--- src/rtl/riscv_loader_if.sv ---
// rtl/riscv_loader_if.sv - byte-stream input and RAM write port bundle for the boot loader
interface riscv_loader_if #(
   parameter int WORD_LENGTH = 32
);
   logic [7:0]             in_data;
   logic                   in_valid;
   logic                   in_ready;
   logic [WORD_LENGTH-1:0] addr;
   logic                   write_en;
   logic [WORD_LENGTH-1:0] wdata;

   modport master (
      output in_data,
      output in_valid,
      input  in_ready,
      input  addr,
      input  write_en,
      input  wdata
   );

   modport slave (
      input  in_data,
      input  in_valid,
      output in_ready,
      output addr,
      output write_en,
      output wdata
   );
endinterface

--- src/rtl/riscv_loader.sv ---
// rtl/riscv_loader.sv - loads a length-prefixed little-endian word image from a byte stream into RAM
// while holding the core in reset; all outputs are registered.
module riscv_loader #(
   parameter int WORD_LENGTH = 32,
   parameter int ADDR_LENGTH = 5,
   parameter int NUM_MEM     = 32
) (
   input  logic           clk,
   input  logic           rst,
   riscv_loader_if.slave  bus,
   output logic           cpu_hold,
   output logic           done,
   output logic           error
);

   typedef enum logic [2:0] {
      HDR_LO,
      HDR_HI,
      DATA,
      WRITE,
      DONE,
      ERR
   } state_t;

   state_t                 state_q;
   logic [15:0]            cnt_q;
   logic [ADDR_LENGTH-1:0] word_idx_q;
   logic [1:0]             byte_idx_q;
   logic [WORD_LENGTH-1:0] word_q;
   logic [WORD_LENGTH-1:0] addr_q;
   logic [WORD_LENGTH-1:0] wdata_q;
   logic                   write_en_q;
   logic                   in_ready_q;
   logic                   cpu_hold_q;
   logic                   done_q;
   logic                   error_q;

   logic                   accept;
   logic [15:0]            hdr_n_d;
   logic [15:0]            next_idx_d;
   logic [WORD_LENGTH-1:0] word_d;

   // in_ready_q always matches the current state, so it doubles as the accept gate
   assign accept = bus.in_valid && in_ready_q;

   always_comb begin
      hdr_n_d    = {bus.in_data, cnt_q[7:0]};
      next_idx_d = 16'(word_idx_q) + 16'd1;
      word_d     = word_q;
      word_d[{byte_idx_q, 3'b000} +: 8] = bus.in_data;
   end

   always_ff @(posedge clk) begin
      if (rst) begin
         state_q    <= HDR_LO;
         cnt_q      <= '0;
         word_idx_q <= '0;
         byte_idx_q <= '0;
         word_q     <= '0;
         addr_q     <= '0;
         wdata_q    <= '0;
         write_en_q <= 1'b0;
         in_ready_q <= 1'b1;
         cpu_hold_q <= 1'b1;
         done_q     <= 1'b0;
         error_q    <= 1'b0;
      end else begin
         write_en_q <= 1'b0;
         case (state_q)
            HDR_LO: begin
               if (accept) begin
                  cnt_q[7:0] <= bus.in_data;
                  state_q    <= HDR_HI;
               end
            end

            HDR_HI: begin
               if (accept) begin
                  cnt_q <= hdr_n_d;
                  if (hdr_n_d == 16'd0) begin
                     state_q    <= DONE;
                     in_ready_q <= 1'b0;
                     cpu_hold_q <= 1'b0;
                     done_q     <= 1'b1;
                  end else if (hdr_n_d > 16'(NUM_MEM)) begin
                     state_q    <= ERR;
                     in_ready_q <= 1'b0;
                     error_q    <= 1'b1;
                  end else begin
                     state_q    <= DATA;
                     word_idx_q <= '0;
                     byte_idx_q <= '0;
                  end
               end
            end

            // the RAM strobe is launched together with the 4th byte so it lands in the WRITE cycle
            DATA: begin
               if (accept) begin
                  word_q     <= word_d;
                  byte_idx_q <= byte_idx_q + 2'd1;
                  if (byte_idx_q == 2'd3) begin
                     state_q    <= WRITE;
                     in_ready_q <= 1'b0;
                     write_en_q <= 1'b1;
                     addr_q     <= WORD_LENGTH'(word_idx_q);
                     wdata_q    <= word_d;
                  end
               end
            end

            WRITE: begin
               if (next_idx_d == cnt_q) begin
                  state_q    <= DONE;
                  cpu_hold_q <= 1'b0;
                  done_q     <= 1'b1;
               end else begin
                  word_idx_q <= word_idx_q + 1'b1;
                  state_q    <= DATA;
                  in_ready_q <= 1'b1;
               end
            end

            DONE: begin
            end

            ERR: begin
            end

            default: begin
               state_q <= HDR_LO;
            end
         endcase
      end
   end

   assign bus.in_ready = in_ready_q;
   assign bus.addr     = addr_q;
   assign bus.write_en = write_en_q;
   assign bus.wdata    = wdata_q;
   assign cpu_hold     = cpu_hold_q;
   assign done         = done_q;
   assign error        = error_q;

endmodule

--- src/flat_wrapper.sv ---
// flat-port wrapper written by rule: the top's interface ports become plain ports
module riscv_loader_flat 
#(
   parameter int WORD_LENGTH = 32,
   parameter int ADDR_LENGTH = 5,
   parameter int NUM_MEM     = 32
)
  (clk, rst, cpu_hold, done, error, bus_in_data, bus_in_valid, bus_in_ready, bus_addr, bus_write_en, bus_wdata);
  riscv_loader_if #(.WORD_LENGTH(WORD_LENGTH)) bus_i ();
  input  logic clk;
  input  logic rst;
  output logic cpu_hold;
  output logic done;
  output logic error;
  input wire logic [$bits(bus_i.in_data)-1:0] bus_in_data;
  input wire logic [$bits(bus_i.in_valid)-1:0] bus_in_valid;
  output wire logic [$bits(bus_i.in_ready)-1:0] bus_in_ready;
  output wire logic [$bits(bus_i.addr)-1:0] bus_addr;
  output wire logic [$bits(bus_i.write_en)-1:0] bus_write_en;
  output wire logic [$bits(bus_i.wdata)-1:0] bus_wdata;
  assign bus_i.in_data = bus_in_data;
  assign bus_i.in_valid = bus_in_valid;
  assign bus_in_ready = bus_i.in_ready;
  assign bus_addr = bus_i.addr;
  assign bus_write_en = bus_i.write_en;
  assign bus_wdata = bus_i.wdata;
  riscv_loader #(.WORD_LENGTH(WORD_LENGTH), .ADDR_LENGTH(ADDR_LENGTH), .NUM_MEM(NUM_MEM)) u_core (.clk(clk), .rst(rst), .bus(bus_i), .cpu_hold(cpu_hold), .done(done), .error(error));
endmodule
--- config.mk ---
export PLATFORM = sky130hd
export DESIGN_NAME = riscv_loader_flat
export DESIGN_NICKNAME = d
export VERILOG_FILES = /design/src/rtl/riscv_loader_if.sv /design/src/rtl/riscv_loader.sv /design/src/flat_wrapper.sv
export SDC_FILE = /design/constraint.sdc
export NUM_CORES = 1
export LEC_CHECK = 0
export ABC_AREA = 1
export ABC_CLOCK_PERIOD_IN_PS = 2900
export BUFFER_PORTS_ARGS = -buffer_cell sky130_fd_sc_hd__buf_2
export CAP_MARGIN = 40
export CORE_ASPECT_RATIO = 0.75
export CORE_MARGIN = 3
export CORE_UTILIZATION = 58
export CTS_BUF_LIST = sky130_fd_sc_hd__clkbuf_8
export CTS_CLUSTER_DIAMETER = 200
export CTS_CLUSTER_SIZE = 12
export DETAILED_ROUTE_END_ITERATION = 8
export GPL_TIMING_DRIVEN = 0
export PLACE_DENSITY = 0.82
export SYNTH_ARGS = -nofsm -noshare
export SYNTH_HDL_FRONTEND = slang
export SYNTH_SLANG_ARGS = --single-unit
--- constraint.sdc ---
create_clock -name clk -period 2.9 [get_ports clk]
set_input_delay 0.29 -clock clk [delete_from_list [all_inputs] [get_ports clk]]
set_output_delay 0.29 -clock clk [all_outputs]
set_load 0.03 [all_outputs]
# Word level (Yosys, flattened, before mapping)
# Cells that the tools add are included.
[op_classes]
n_eq_ne = 17
muxes = 37
n_reduce_logical = 18
n_addsub = 4
magnitude_cmp = 1
n_bitwise = 5
shift = 2
[op_table]
columns = ["cell", "count"]
rows = [
  ["32-bit bitwise mux", 1],
  ["8-bit by 7-bit variable shift with 32-bit output, first input constant", 1],
  ["8-bit by 7-bit variable part select with 32-bit output", 1],
  ["3-bit 2-to-1 mux", 7],
  ["5-bit 2-to-1 mux", 4],
  ["16-bit equality test", 1],
  ["16-bit by 6-bit greater-than comparator with 1-bit output, second input constant", 1],
  ["16-bit zero test", 1],
  ["8-bit case mux with 2 select lines", 1],
  ["3-bit case mux with 5 select lines", 1],
  ["5-bit AND reduction", 3],
  ["1-bit 2-to-1 mux", 13],
  ["2-bit by 1-bit != test with 1-bit output, second input constant", 6],
  ["5-bit case mux with 2 select lines", 1],
  ["2-bit 2-to-1 mux", 4],
  ["8-bit 2-to-1 mux", 1],
  ["4-bit AND reduction", 2],
  ["5-bit negator with 7-bit output", 1],
  ["5-bit by 1-bit adder with 6-bit output, second input constant", 1],
  ["3-bit by 2-bit equality test with 1-bit output, second input constant", 2],
  ["3-bit equality test, second input constant", 2],
  ["2-bit != test, second input constant", 3],
  ["3-bit AND reduction", 2],
  ["6-bit AND reduction", 1],
  ["other kinds (16)", 23],
]
[word_totals]
regBits = 100
wordCells = 97
inputBits = 11
output_inout_bits = 69

# Longest topological paths before layout
[logic_depth]
depth_word = 5
depth_mapped = 12
mapped_depth_nobuf = 12

# Least setup slack after synthesis
# Ideal clock, no wire load.
[synth_timing]
path_kind = "register to register"
startpoint = "reg u_core.byte_idx_q[0]"
endpoint = "reg u_core.wdata_q[31], in the netlist u_core.bus.wdata[31]"
path_stages_with_launch = 11
setup_time_ns = 0.133
arrival_ns = 2.034
t_required_ns = 2.767
period_less_slack_ns = 2.166
path_buffers = 3
path_slack_ns = 0.734
path_cell_list = "dfxtp_1 > clkbuf_1 > buf_2 > inv_1 > ha_1 > clkbuf_1 > nor2_1 > nand2_1 > o22ai_1 > nor2_1 > a21oi_1"
[synth_between]
elab_chain_cells = 3
word_cells_on_any_way = 6
cone_classes = "1 x add/sub; 1 x eq/ne; 2 x shift; 1 x mux; 1 x reduce/logical"
[synth_rtl]
columns = ["element", "line_no", "rtl"]
rows = [
  ["start, declared", "riscv_loader.sv:28", "logic [1:0] byte_idx_q;"],
  ["start signal, assigned", "riscv_loader.sv:101", "byte_idx_q <= byte_idx_q + 2'd1;"],
  ["5-bit negator with 7-bit output", "riscv_loader.sv:50", "word_d[{byte_idx_q, 3'b000} +: 8] = bus.in_data;"],
  ["8-bit by 7-bit variable part select with 32-bit output / 8-bit by 7-bit variable shift with 32-bit output (equally long branches)", "riscv_loader.sv:50", ""],
  ["32-bit bitwise mux", "riscv_loader.sv:50", ""],
  ["end signal, assigned", "riscv_loader.sv:107", "wdata_q <= word_d;"],
  ["end, declared", "riscv_loader.sv:31", "logic [WORD_LENGTH-1:0] wdata_q;"],
]
# Parallel ways exist; a longest one is shown, timed or not.
# A chain may end at the register's enable or synchronous reset.

# Worst setup path in the final report
# Same ends and word-level chain as after synthesis.

==> results.toml <==
[run_status]
outcome = "finished clean"

[power_and_ir_drop]
sw_frac_of_total_pct = 33.9
p_seq_share_pct = 48.0
p_comb_share_pct = 22.0
peakVddDrop_mv = 0.332
clkPwrFrac_pct = 30.0
power.leakage_nw = 2.34
power_density_nw_per_um2 = 577
switching_power_mw = 1.06
p_int_mw = 2.07

[clock_network]
root_buffer = "clkbuf_8"
path_clk_slew_ns = 0.10
clock-sinks = 100
cts_post_setup_buffers_inserted = 0
cts_tree = "yes"
numCtsBuffers = 9
cts_buffer_depth = 2
clk_latency_ns = 0.37
htree_levels = 3

[synthesis]
ys_seq_elements = 100
syn_avg_cell_area_um2 = 7.46
synthesis.instances = 634
yosysMostFrequentCell = "nand2_1"
synth_edf_count = 0
yosys_warnings = 0
synth_seq_area_share_pct = 42.4
synth_top_area_share_pct = 42.4
synth_top_cells_by_area = "dfxtp_1, nand2_1, a21oi_1, nor2_1, o21ai_0"
synth_largest_area_cell = "dfxtp_1"
async_reset_ff_share_pct = 0
synth_common_cells = "nand2_1, dfxtp_1, a21oi_1"
synthDistinctLibCells = 33
synth_ff_type = "dfxtp_1"
syn_area_um2 = 4730

[routing]
drc = 0
dr.pass1.iters = 5
ant_nets = 0
wire_per_inst_um = 15.3
drtIter0Drc = 292
routed-via-count = 4665
vias_per_cell = 5.63
drt-total-wl_um = 12700

[sta]
timing.fmax_mhz = 375
fin_skew_ns = 0.00970
slew_headroom_pct = 59.4
finalHoldViolCount = 0
layout_min_cycle_time_ns = 2.67
post-route-period-util_pct = 91.9
setup_viol = 0
final_max_slew_viol_count = 0
rsz0062_at_grt = "false"
worstMarginPinSlew_ns = 0.608
finalSetupTns_ns = 0

[placed_design]
dp_hpwl_um = 9130
dp.cells = 813
numPortBuffers = 52
gp_congestion = 0.898

[floorplan]
io_pins = 80
die_w_um = 110
dieArea_um2 = 9280
rows = 27
dieHeight_um = 84.2
start_util_pct = 61.9
core_region_area_um2 = 7630

[setup_path]
arrival_ns = 2.91
crit_type = "reg2reg"
critPathRequiredTime_ns = 3.14
critPathMaxFanout = 10
critPathLaunchType = "flop"
cp-end-kind = "flop"

[global_route]
grt_usage_pct = 27.9
grt_pass1_vias = 4400
grt_max_degree = 18
grt_overflow_total = 0
grt_antenna_before_repair = 0
grt_pass1_wl_um = 20700

[final_layout]
drive_gt1_share_pct = 18.1
diodes = 0
fillerInstances = 608
utilization_pct = 71.0
area_growth_pct = 14.7
nNetsFinal = 741
fin_cells = 829

[run]
max-cap-violations = 0

[min_path]
hold_class = "in2reg"
worst max-delay path: stages (launching register included):
cell and delay [ns]:
dfxtp_1 0.45, clkbuf_2 0.26, buf_2 0.27, inv_1 0.13
ha_1 0.34, clkbuf_1 0.37, nor2_1 0.08, nand2_1 0.24
o22ai_1 0.12, nor2_1 0.20, a21oi_1 0.10
path summary, 6_finish.rpt:
path,from,to,slack (ns),depth (start not counted)
worst min register to register,u_core.done,u_core.done,0.46,2
worst max register to register,u_core.byte_idx_q[0],u_core.bus.wdata[31],0.23,10
worst min-delay path,bus_in_data[7],u_core.cnt_q[7],0.31,3
worst max-delay path,u_core.byte_idx_q[0],u_core.bus.wdata[31],0.23,10
per-stage QoR:
step	instance area (µm²)	power (mW)	hold slack, ns	worst slack (ns)
floorplan	4820	2.03	0.425	0.734
global placement	5210	2.17	0.427	0.287
detailed placement	5210	2.20	0.452	0.205
CTS	5420	3.11	0.295	0.153
global route	5420	3.28	0.306	0.0261
finish	5420	3.13	0.308	0.234
per-layer routing:
metal,vias to the layer above,share of wire [%],track usage [%]
met5,-,0,0
met2,250,45,44.2
li1,2259,-,-
met3,37,11,8.84
met4,0,2.4,8.39
met1,2119,42,36.3
power groups by stage:
stage	clock network [mW]	registers [mW]	logic, mW
finish	0.938	1.50	0.688
global route	1.00	1.51	0.767
CTS	0.938	1.50	0.671
detailed placement	0	1.53	0.666
global placement	0	1.53	0.641
floorplan	0	1.53	0.506
what timing repair did:
action	CTS	global route
hold buffers	0	0
resized for setup	0	2
setup endpoints to repair	0	19
flip-flops by register name (all words and copies together), names as in the netlist:
name and count:
u_core.bus.addr 5, u_core.bus.in_ready 1, u_core.bus.wdata 32, u_core.bus.write_en 1, u_core.byte_idx_q 2, u_core.cnt_q 16, u_core.cpu_hold 1, u_core.done 1
u_core.error 1, u_core.state_q 3, u_core.word_idx_q 5, u_core.word_q 32
cell type report:
| class | count | area [µm²] | share of cell area [%] |
|---|---|---|---|
| multi-input combinational | 431 | 2200 | 40.5 |
| sequential | 100 | 2000 | 36.9 |
| buffer | 61 | 369 | 6.81 |
| timing repair buffer | 52 | 260 | 4.80 |
| inverter | 68 | 258 | 4.75 |
| clock buffer | 10 | 138 | 2.54 |
| tap | 101 | 126 | 2.33 |
| clock inverter | 6 | 71.3 | 1.32 |
logic make-up after synthesis:
family	synth area share, %
adders and majority gates	1.85
buffers and inverters	13.2
other	0.0793
DFF	42.4
and+or+nand+nor	19.7
AOI/OAI and AO/OA	22.8
layout by cell type, fill, tap and decap left out, types with 14 or more instances in the layout:
master	n
clkbuf_1	20
inv_1	57
buf_4	28
a211oi_1	23
dfxtp_1	100
a41oi_1	14
buf_2	61
a21oi_1	60
o21ai_1	28
nand3_1	17
o21ai_0	44
nand2_1	108
conb_1	27
nor2_1	59
No activity file was read; power rests on OpenSTA's default activity.
